## src/rtl/pc_branch_unit.sv

```systemverilog
// +----------------------------------------------------------------------+
// | pc_branch_unit: PC register, next-PC select, misaligned-target trap   |
// | Optional stats counters via BRANCH_STATS_EN.  Rev 1.0                 |
// +----------------------------------------------------------------------+
`default_nettype none

module pc_branch_unit #(
  parameter logic [31:0] RESET_PC = 32'h0000_0000,
  parameter logic [31:0] TRAP_VEC = 32'h0000_0100,
  parameter int          CNT_W    = 32
) (
  input  logic              clk,
  input  logic              rst,
  input  logic              stall,
  input  logic              is_branch,
  input  logic              is_jal,
  input  logic              is_jalr,
  input  logic [31:0]       cmp_result,
  input  logic [31:0]       imm,
  input  logic [31:0]       rs1,
  input  logic              clear_trap,
  output logic [31:0]       pc,
  output logic [31:0]       pc_plus4,
  output logic [31:0]       next_pc,
  output logic              taken,
  output logic              misalign,
  output logic [31:0]       trap_pc
`ifdef BRANCH_STATS_EN
  ,
  output logic [CNT_W-1:0]  br_count,
  output logic [CNT_W-1:0]  br_taken_count
`endif
);

  typedef enum logic [0:0] {
    ST_RUN  = 1'b0,
    ST_TRAP = 1'b1
  } state_t;

  state_t      state_q, state_d;
  logic [31:0] pc_q, pc_d;
  logic        misalign_q, misalign_d;
  logic [31:0] trap_pc_q, trap_pc_d;
  logic [31:0] jalr_sum;
  logic [31:0] target;
  logic        mis_tgt;
  logic        unused_cmp_hi;

  assign unused_cmp_hi = ^cmp_result[31:1];

  always_comb begin
    pc_plus4   = pc_q + 32'd4;
    jalr_sum   = rs1 + imm;
    target     = is_jalr ? {jalr_sum[31:1], 1'b0} : (pc_q + imm);
    taken      = (state_q == ST_RUN) &&
                 (is_jalr || is_jal || (is_branch && cmp_result[0]));
    mis_tgt    = taken && (target[1:0] != 2'b00);
    next_pc    = pc_plus4;
    state_d    = state_q;
    misalign_d = misalign_q;
    trap_pc_d  = trap_pc_q;

    if (state_q == ST_RUN) begin
      if (mis_tgt) begin
        next_pc    = TRAP_VEC;
        state_d    = ST_TRAP;
        misalign_d = 1'b1;
        trap_pc_d  = pc_q;
      end else if (taken) begin
        next_pc = target;
      end
    end else begin
      // Leaving the trap resumes at the vector itself, so pc is held here.
      next_pc = pc_q;
      if (clear_trap) begin
        state_d    = ST_RUN;
        misalign_d = 1'b0;
      end
    end

    pc_d = next_pc;
    if (stall) begin
      pc_d       = pc_q;
      state_d    = state_q;
      misalign_d = misalign_q;
      trap_pc_d  = trap_pc_q;
    end
  end

  always_ff @(posedge clk) begin
    if (rst) begin
      state_q    <= ST_RUN;
      pc_q       <= RESET_PC;
      misalign_q <= 1'b0;
      trap_pc_q  <= 32'h0;
    end else begin
      state_q    <= state_d;
      pc_q       <= pc_d;
      misalign_q <= misalign_d;
      trap_pc_q  <= trap_pc_d;
    end
  end

  assign pc       = pc_q;
  assign misalign = misalign_q;
  assign trap_pc  = trap_pc_q;

`ifdef BRANCH_STATS_EN
  logic [CNT_W-1:0] br_count_q, br_count_d;
  logic [CNT_W-1:0] br_taken_count_q, br_taken_count_d;

  // Saturating counters; a trapping branch still counts as retired and taken.
  always_comb begin
    br_count_d       = br_count_q;
    br_taken_count_d = br_taken_count_q;
    if ((state_q == ST_RUN) && !stall && is_branch) begin
      if (br_count_q != {CNT_W{1'b1}}) begin
        br_count_d = br_count_q + 1'b1;
      end
      if (cmp_result[0] && (br_taken_count_q != {CNT_W{1'b1}})) begin
        br_taken_count_d = br_taken_count_q + 1'b1;
      end
    end
  end

  always_ff @(posedge clk) begin
    if (rst) begin
      br_count_q       <= '0;
      br_taken_count_q <= '0;
    end else begin
      br_count_q       <= br_count_d;
      br_taken_count_q <= br_taken_count_d;
    end
  end

  assign br_count       = br_count_q;
  assign br_taken_count = br_taken_count_q;
`else
  logic unused_cnt_w;
  assign unused_cnt_w = (CNT_W == 0);
`endif

endmodule

`default_nettype wire

```

## config.mk

```make
export PLATFORM = sky130hd
export DESIGN_NAME = pc_branch_unit
export DESIGN_NICKNAME = d
export VERILOG_FILES = /design/src/rtl/pc_branch_unit.sv
export SDC_FILE = /design/constraint.sdc
export NUM_CORES = 1
export LEC_CHECK = 0
export BUFFER_PORTS_ARGS = -buffer_cell sky130_fd_sc_hd__buf_2
export CAP_MARGIN = 20
export CORE_MARGIN = 4
export CORE_UTILIZATION = 57
export DETAILED_ROUTE_END_ITERATION = 16
export PLACE_DENSITY_LB_ADDON = 0.15
export SYNTH_ARGS = -nofsm -noshare
export SYNTH_HDL_FRONTEND = slang
export SYNTH_SLANG_ARGS = --single-unit
export TNS_END_PERCENT = 1
```

## constraint.sdc

```tcl
create_clock -name clk -period 5.14 [get_ports clk]
set_input_delay 0.771 -clock clk [delete_from_list [all_inputs] [get_ports clk]]
set_output_delay 0.771 -clock clk [all_outputs]
set_load 0.1 [all_outputs]
```

==> results of run 1 <==
-- path summary, 6_finish.rpt --
check                                              start                        to  slack, ns
worst max-delay path                              imm[1]               next_pc[28]       0.37
worst min-delay path            trap_pc[27]$_SDFFE_PP0P_  trap_pc[27]$_SDFFE_PP0P_       0.45
worst max register to register        pc[0]$_SDFFE_PP0N_       pc[30]$_SDFFE_PP0N_       1.81
worst min register to register  trap_pc[27]$_SDFFE_PP0P_  trap_pc[27]$_SDFFE_PP0P_       0.45
-- cell type report --
type                       instances  area [µm²]  share of cell area
clock buffer                      10         239              0.0275
tap                              172         215              0.0247
sequential                        66        1320               0.152
timing repair buffer             215        1110               0.128
clock inverter                     6        66.3             0.00762
inverter                          31         116              0.0134
multi-input combinational        862        5630               0.647
-- per-layer routing --
metal	wire length, µm	up-vias
met5	0	-
met4	1040	0
met3	2060	70
met2	12200	424
met1	9990	3864
li1	-	4042
-- metrics by stage --
step	power, W	worst slack (ns)	hold WS, ns	setup TNS [ns]
3_5_place_dp	0.00205	0.396	0.443	0
6_report	0.00268	0.366	0.449	0
3_3_place_gp	0.00204	0.410	0.440	0
4_1_cts	0.00267	0.384	0.451	0
5_1_grt	0.00279	0.0399	0.472	0
2_1_floorplan	0.00176	-0.584	0.739	-4.58
-- layout by cell type, fill, tap and decap left out, types with 5 or more instances in the layout --
master	n
inv_1	29
clkbuf_16	9
or3_1	6
xor2_1	28
nor2_1	83
nor3_1	16
nand3_1	34
nand2b_1	9
a211oi_1	13
mux2i_1	11
nand2_1	138
buf_4	14
nor3b_1	5
ha_1	62
o21ai_1	13
nand4_1	11
buf_2	201
a22o_1	5
o21a_1	10
and3_1	17
o211ai_1	10
a21o_1	36
xnor2_1	42
o22ai_1	5
nor2b_1	13
o21bai_1	5
and2_1	9
o21ai_0	56
dfxtp_1	65
xnor2_2	5
a21oi_1	118
a311oi_1	5
a31oi_1	10
-- power by group --
part           switching, W  total, W  internal (W)
combinational       0.00111   0.00147      0.000358
sequential        0.0000501  0.000588      0.000538
clock              0.000232  0.000620      0.000388
total               0.00139   0.00268       0.00128
-- registers in the layout, summed over array words and instances (netlist names) --
signal    flops
pc           32
misalign      1
state_q       1
trap_pc      32
-- cell families after synthesis --
kind of cell,synth area share
flip-flops,0.181
multiplexers,0.0213
XOR/XNOR,0.0912
buffers and inverters,0.0544
adder cells (fa/ha/maj),0.112
AND/OR/NAND/NOR,0.235
AO/OA/AOI/OAI,0.305
-- worst max-delay path, stage by stage --
cell      delay (ns)
buf_2           0.12
inv_1           0.09
fa_1            0.43
nor2b_1         0.24
o21bai_1        0.13
a21oi_1         0.29
o21ai_1         0.22
a211oi_1        0.45
or4_1           0.18
nor2_1          0.05
xor2_1          0.16
o221a_2         0.29
o21ai_2         0.13
buf_2           0.45
==> impl_metrics.toml, run 1 <==
[clock_tree]
clkSinkCount = 66
cts_resized = 0
clk_latency_ns = 0.33
cts-htree-levels = 3
hold_buffers = 0
cts_max_path_buffers = 2
cts_buffers = 9
cts_root_buf = "clkbuf_16"
cts_setup_buffers = 0
clk_pin_slew_ns = 0.05
cts_tree = "done"

[place]
post-dp-hpwl_mm = 19.6
postPlaceCellArea_um2 = 8400
dp_cells = 1346
place.gp.congestion = 0.949
portBuffers = 201

[logic_synthesis]
synth_edf_count = 0
yosys-top-cells-area = "dfxtp_1 18%, ha_1 11%, a21oi_1 8.1%"
syn-cell-area_um2 = 7300
synth-seq-area-share = 0.181
synth.net_count = 1180
synth_area_leader_cell = "dfxtp_1"
yosysMostFrequentCell = "nand2_1"
synthArstFlopShare = 0
ys_top_cells_by_count = "138 x nand2_1, 118 x a21oi_1, 84 x nor2_1, 66 x dfxtp_1"
ys_warn_count = 0
yosysTopAreaCellShare = 0.181
synth_ff_type = "dfxtp_1"
syn_inst = 1013
synth_seq_cells = 66
netlist-cell-type-count = 82
syn_area_per_cell_um2 = 7.20

[timing]
drv_slew = 0
slew_headroom = 0.320
skew_ns = 0.00691
hold_viol = 0
finalSetupViolCount = 0
fin_crit_sh = 0.929
fmax_mhz = 209
rsz0062_at_grt = "no"
layout_min_cycle_time_ns = 4.77
worst_pin_slew_ns = 1.02

[outcome]
status = "finished clean"

[floorplanning]
row_count = 41
ios = 233
fp.dieArea_um2 = 14700
initial_utilization = 0.580
core-area_um2 = 12600
die_w_um = 121
die_h_um = 121

[drt]
dr.pass1.iters = 7
antenna_left = 0
vias_per_cell = 6.17
wl_per_cell_um = 18.6
drt_iter0_drc = 681
drc_errors = 0
dr_total_vias = 8400
routed_wl_mm = 25.3

[global_routing]
antenna_found_initial = 0
track_usage = 0.331
grtUsageMet3 = 0.0527
use_met1 = 0.408
grt_overflow = 0
grt_util_met2 = 0.573
grt_max_degree = 69
grt_pass1_wl_mm = 38.9
grt_pass1_vias = 7662
busiest_layer = "met2"

[critical_path]
crit_fanout = 4
worstPathRequired_ns = 4.37
crit_type = "input port to output pin"
crit_path_end_kind = "output pin"
critPathArrivalTime_ns = 4.00
ff2ff_path_depth = 12
cp-start-kind = "input port"

[flow_run]
drv_cap = 0

[finish]
fillers = 1149
nets = 1352
area_delta_synth_final_pct = 19.3
drive_gt1_frac = 0.226
final_cells = 1362
fin_util = 0.692
diodes = 0
stdcell_area_um2 = 8700

[power]
p_leak_nw = 4.15
powerDensity_nw_per_um2 = 308
peakVddDrop_v = 0.000274

[hold_path]
hold-path-cell-count = 2
hp-class = "register to register"
No activity file was read; power rests on OpenSTA's default activity.
==> run 2: changes to the inputs <==
--- a/config.mk
+++ b/config.mk
@@ -10,6 +10,7 @@
 export CORE_MARGIN = 4
 export CORE_UTILIZATION = 57
 export DETAILED_ROUTE_END_ITERATION = 16
+export MAX_ROUTING_LAYER = met4
 export PLACE_DENSITY_LB_ADDON = 0.15
 export SYNTH_ARGS = -nofsm -noshare
 export SYNTH_HDL_FRONTEND = slang
==> run 2 against run 1 <==
Effect of this change:
- setup slack got worse by 0.0023 ns
- flip-flop and latch count stayed put
- total power up 2.1%
- largest cell class unchanged
- final cell count increased by 0.22%
- clock skew is 0.0012 ns lower
- critical endpoint unchanged
- via count increased by 0.12%
- sequential share of layout area fell by 0.065 points
- register-to-register slack hardly changed
- global-route usage increased by 1.1 points
==> impl_metrics.toml, run 2 (synthesis results as in run 1) <==
[outcome]
status = "finished clean"

[place]
dp_slack_ns = 0.428
post-dp-hpwl_mm = 19.5
place.gp.congestion = 0.976
dp_cells = 1348
postPlaceCellArea_um2 = 8410
portBuffers = 201

[clock_tree]
clk_pin_slew_ns = 0.06
cts_setup_buffers = 0
cts_resized = 0
cts_tree = "done"
hold_buffers = 0
cts_max_path_buffers = 2
clkSinkCount = 66
cts-htree-levels = 3
clk_latency_ns = 0.34
cts_buffers = 9
cts_root_buf = "clkbuf_16"

[critical_path]
cp_cell_sequence = "buf_2 -> ha_1 -> a21oi_1 -> a21oi_1 -> a31o_2 -> o21ai_1 -> a211oi_1 -> or4_1 -> nor2_1 -> xor2_1 -> o221a_2 -> o21ai_2 -> buf_2"
crit_path_end_kind = "output pin"
critPathMaxStageDelay_ns = 0.49
critPathSlowestCell = "or4_1"
cp-start-kind = "input port"
path_buf_inv = 2
worstPathRequired_ns = 4.37
critical_path.top_delay_family = "compound AO/OA/AOI/OAI gates"
critPathArrivalTime_ns = 4.01
crit_fanout = 5
crit_type = "input port to output pin"

[floorplanning]
fp.dieArea_um2 = 14700
initial_utilization = 0.580
ios = 233
die_h_um = 121
die_w_um = 121
core-area_um2 = 12600
row_count = 41

[timing]
layout_min_cycle_time_ns = 4.78
finalSetupViolCount = 0
rsz0062_at_grt = "no"
hold_viol = 0
fmax_mhz = 209
fin_crit_sh = 0.929
drv_slew = 0
slew_headroom = 0.504
skew_ns = 0.00567
setup_ws_ns = 0.364
worst_pin_slew_ns = 0.744
hold_ws_ns = 0.448

[global_routing]
track_usage = 0.342
grt_max_degree = 69
grt_overflow = 0
antenna_found_initial = 1
grt_pass1_vias = 7611
grt_pass1_wl_mm = 39.1

[drt]
drt_iter0_drc = 740
drc_errors = 0
dr_total_vias = 8410
vias_per_cell = 6.16
routed_wl_mm = 25.4
wl_per_cell_um = 18.6
antenna_left = 0
dr.pass1.iters = 6

[finish]
area_delta_synth_final_pct = 19.8
final_common_cell = "buf_2"
stdcell_area_um2 = 8740
layout_common_cells = "201 x buf_2, 138 x nand2_1, 118 x a21oi_1, 83 x nor2_1, 65 x dfxtp_1"
drive_gt1_frac = 0.227
nets = 1354
final_cells = 1365

[flow_run]
drv_cap = 0

[power]
p_leak_nw = 4.18
finalPower_w = 0.00273
powerDensity_nw_per_um2 = 313
peakVddDrop_v = 0.000331

[hold_path]
hp-class = "register to register"
run 2: cell count changes in the layout (fill, tap and decap cells not counted), sizes merged:
cell      before  now
diode          0    1
clkbuf        10    9
bufinv         1    2
inv           30   33
buf          215  217
clkinvlp       3    0
run 2: final cells by class:
class | count | area, µm²
multi-input combinational | 862 | 5630
fill | 1147 | 3830
sequential | 66 | 1320
timing repair buffer | 217 | 1130
clock buffer | 9 | 225
tap | 172 | 215
inverter | 31 | 116
clock inverter | 7 | 100
antenna | 1 | 2.50
run 2: final timing paths:
check	to	slack, ns	depth (start not counted)	from
setup / recovery	next_pc[28]	0.36	13	imm[8]
hold / removal	trap_pc[28]$_SDFFE_PP0P_	0.45	2	trap_pc[28]$_SDFFE_PP0P_
setup reg to reg	pc[30]$_SDFFE_PP0N_	1.80	12	pc[0]$_SDFFE_PP0N_
hold reg to reg	trap_pc[28]$_SDFFE_PP0P_	0.45	2	trap_pc[28]$_SDFFE_PP0P_
run 2: per-stage QoR:
step / utilization / TNS [ns]
after detailed placement: 0.669 / 0
final: 0.695 / 0
after floorplan: - / -4.58
after global routing: 0.695 / 0
after CTS: 0.695 / 0
after global placement: 0.669 / 0
run 2: per-layer routing:
metal | vias to the layer above | GRT usage | share of wire
met5 | - | - | 0
met4 | 0 | 0.155 | 0.048
met3 | 76 | 0.0531 | 0.075
met2 | 428 | 0.561 | 0.48
met1 | 3867 | 0.415 | 0.40
li1 | 4039 | - | -
run 2: worst min-delay path, stage by stage (launching register included):
cell	delay [ns]
dfxtp_1	0.30
nand2_1	0.05
a21oi_1	0.05
run 2: report_power, final:
part / leakage [nW] / switching, W / internal (W)
Combinational: 3.48 / 0.00111 / 0.000360
Sequential: 0.537 / 0.0000495 / 0.000538
Clock: 0.161 / 0.000244 / 0.000429
Total: 4.18 / 0.00141 / 0.00133
==> run 3: changes to the inputs <==
--- a/config.mk
+++ b/config.mk
@@ -7,7 +7,8 @@
 export LEC_CHECK = 0
 export BUFFER_PORTS_ARGS = -buffer_cell sky130_fd_sc_hd__buf_2
 export CAP_MARGIN = 20
-export CORE_MARGIN = 4
+export CORE_ASPECT_RATIO = 1.5
+export CORE_MARGIN = 5
 export CORE_UTILIZATION = 57
 export DETAILED_ROUTE_END_ITERATION = 16
 export MAX_ROUTING_LAYER = met4
==> run 3 against run 2 <==
Effect of this change:
- clock skew about the same
- total power down 3.3%
- design area decreased by 0.54%
- clock power down 15%
- hold slack better by 0.00085 ns
- final cell count fell by 1.0%
- flip-flop and latch count unchanged
- die area grew 3.6%
- critical path type unchanged
==> impl_metrics.toml, run 3 (synthesis results as in run 1) <==
[outcome]
status = "finished clean"

[place]
post-dp-hpwl_mm = 20.4
place.gp.congestion = 1.03
portBuffers = 201
dp_cells = 1335

[flow_run]
drv_cap = 0

[finish]
final_cells = 1351
layout_common_cells = "201 x buf_2, 138 x nand2_1, 118 x a21oi_1, 83 x nor2_1, 65 x dfxtp_1"
diodes = 0
nets = 1357
fin_util = 0.695
final-seq-area_um2 = 1320
fillers = 1194
drive_gt1_frac = 0.229
final_common_cell = "buf_2"
area_delta_synth_final_pct = 19.2
multiInputGateArea_um2 = 5630

[clock_tree]
clk_latency_ns = 0.33
hold_buffers = 0
clk_pin_slew_ns = 0.06
cts_root_buf = "clkbuf_16"
cts_max_path_buffers = 2
cts-htree-levels = 3
cts_setup_buffers = 0
cts_buffers = 9
clkSinkCount = 66
cts_tree = "done"
cts_resized = 0

[critical_path]
timing.rr.start = "pc[0]$_SDFFE_PP0N_"
r2r-end = "pc[30]$_SDFFE_PP0N_"
ff2ff_path_depth = 12
crit_type = "input port to output pin"
worstPathRequired_ns = 4.37
crit_path_end_kind = "output pin"
setup.worst_path.start = "imm[1]"
crit_fanout = 4
r2r_slack_ns = 1.80
worstSetupEndpoint = "next_pc[26]"
cp-start-kind = "input port"
critPathArrivalTime_ns = 3.91

[timing]
worst_pin_slew_ns = 0.966
layout_min_cycle_time_ns = 4.68
rsz0062_at_grt = "no"
drv_slew = 0
slew_headroom = 0.356
fin_tns_setup_ns = 0
finalSetupViolCount = 0
skew_ns = 0.00525
fmax_mhz = 214
hold_viol = 0
fin_crit_sh = 0.910

[floorplanning]
core-area_um2 = 12500
die_w_um = 102
row_count = 50
initial_utilization = 0.583
die_h_um = 149
fp.dieArea_um2 = 15200
ios = 233

[drt]
routed_wl_mm = 25.8
drc_errors = 0
drt_iter0_drc = 490
dr_total_vias = 8410
vias_per_cell = 6.23
wl_per_cell_um = 19.1
antenna_left = 0
dr.pass1.iters = 5

[global_routing]
antenna_found_initial = 0
grt_max_degree = 57
track_usage = 0.338
grt_pass1_vias = 7986
grt_pass1_wl_mm = 39.6
grt_overflow = 0

[power]
peakVddDrop_v = 0.000268
powerDensity_nw_per_um2 = 304
p_leak_nw = 4.16

[hold_path]
hp-class = "register to register"
hold-path-cell-count = 2
[run 3: cell types whose count changed in the layout (fill, tap and decap cells not counted), sizes merged]
cell	previous run	this run
buf	217	220
bufinv	2	0
clkinv	3	2
clkinvlp	0	4
diode	1	0
inv	33	32
[run 3: report_power, final]
group	switching, W	total, W	internal, W	leakage, nW
sequential	0.0000470	0.000585	0.000538	0.537
clock	0.000245	0.000574	0.000329	0.124
combinational	0.00112	0.00148	0.000363	3.50
total	0.00141	0.00264	0.00123	4.16
[run 3: layout make-up]
cell class | instances | share of cell area
Multi-Input combinational cell | 862 | 0.648
Clock buffer | 9 | 0.0259
Clock inverter | 7 | 0.00604
Tap cell | 156 | 0.0225
Timing Repair Buffer | 220 | 0.132
Sequential cell | 66 | 0.152
Inverter | 31 | 0.0134
[run 3: critical path, stage by stage]
cell and delay (ns):
buf_2 0.11, inv_1 0.08, fa_1 0.45, nor2b_1 0.19
o21bai_1 0.10, a21oi_1 0.29, o21ai_1 0.22, a31oi_1 0.22
o21ai_0 0.15, a31oi_1 0.24, mux2i_1 0.38, nand2_1 0.14
o21ai_1 0.12, buf_2 0.44
[run 3: worst min path at each step]
stage                                   startpoint                       end  slack (ns)
final                     trap_pc[29]$_SDFFE_PP0P_  trap_pc[29]$_SDFFE_PP0P_        0.45
after detailed placement  trap_pc[31]$_SDFFE_PP0P_  trap_pc[31]$_SDFFE_PP0P_        0.44
after CTS                 trap_pc[31]$_SDFFE_PP0P_  trap_pc[31]$_SDFFE_PP0P_        0.45
after global routing      trap_pc[31]$_SDFFE_PP0P_  trap_pc[31]$_SDFFE_PP0P_        0.46
after floorplan               state_q$_SDFFE_PP0N_       pc[19]$_SDFFE_PP0N_        0.74
after global placement    trap_pc[31]$_SDFFE_PP0P_  trap_pc[31]$_SDFFE_PP0P_        0.44
[run 3: metrics by stage]
step | setup slack [ns] | power, W | hold WS [ns] | area [µm²]
floorplan | -0.584 | 0.00176 | 0.739 | 7350
CTS | 0.492 | 0.00264 | 0.451 | 8690
finish | 0.460 | 0.00264 | 0.449 | 8690
detailed placement | 0.501 | 0.00206 | 0.443 | 8420
global placement | 0.499 | 0.00205 | 0.440 | 8420
global route | 0.170 | 0.00275 | 0.461 | 8690
[run 3: metal layers]
metal	part of all wire	GRT usage	wire [µm]
met3	0.062	0.0413	1610
met1	0.35	0.353	9050
met5	0	-	0
met4	0.080	0.227	2070
met2	0.51	0.582	13000
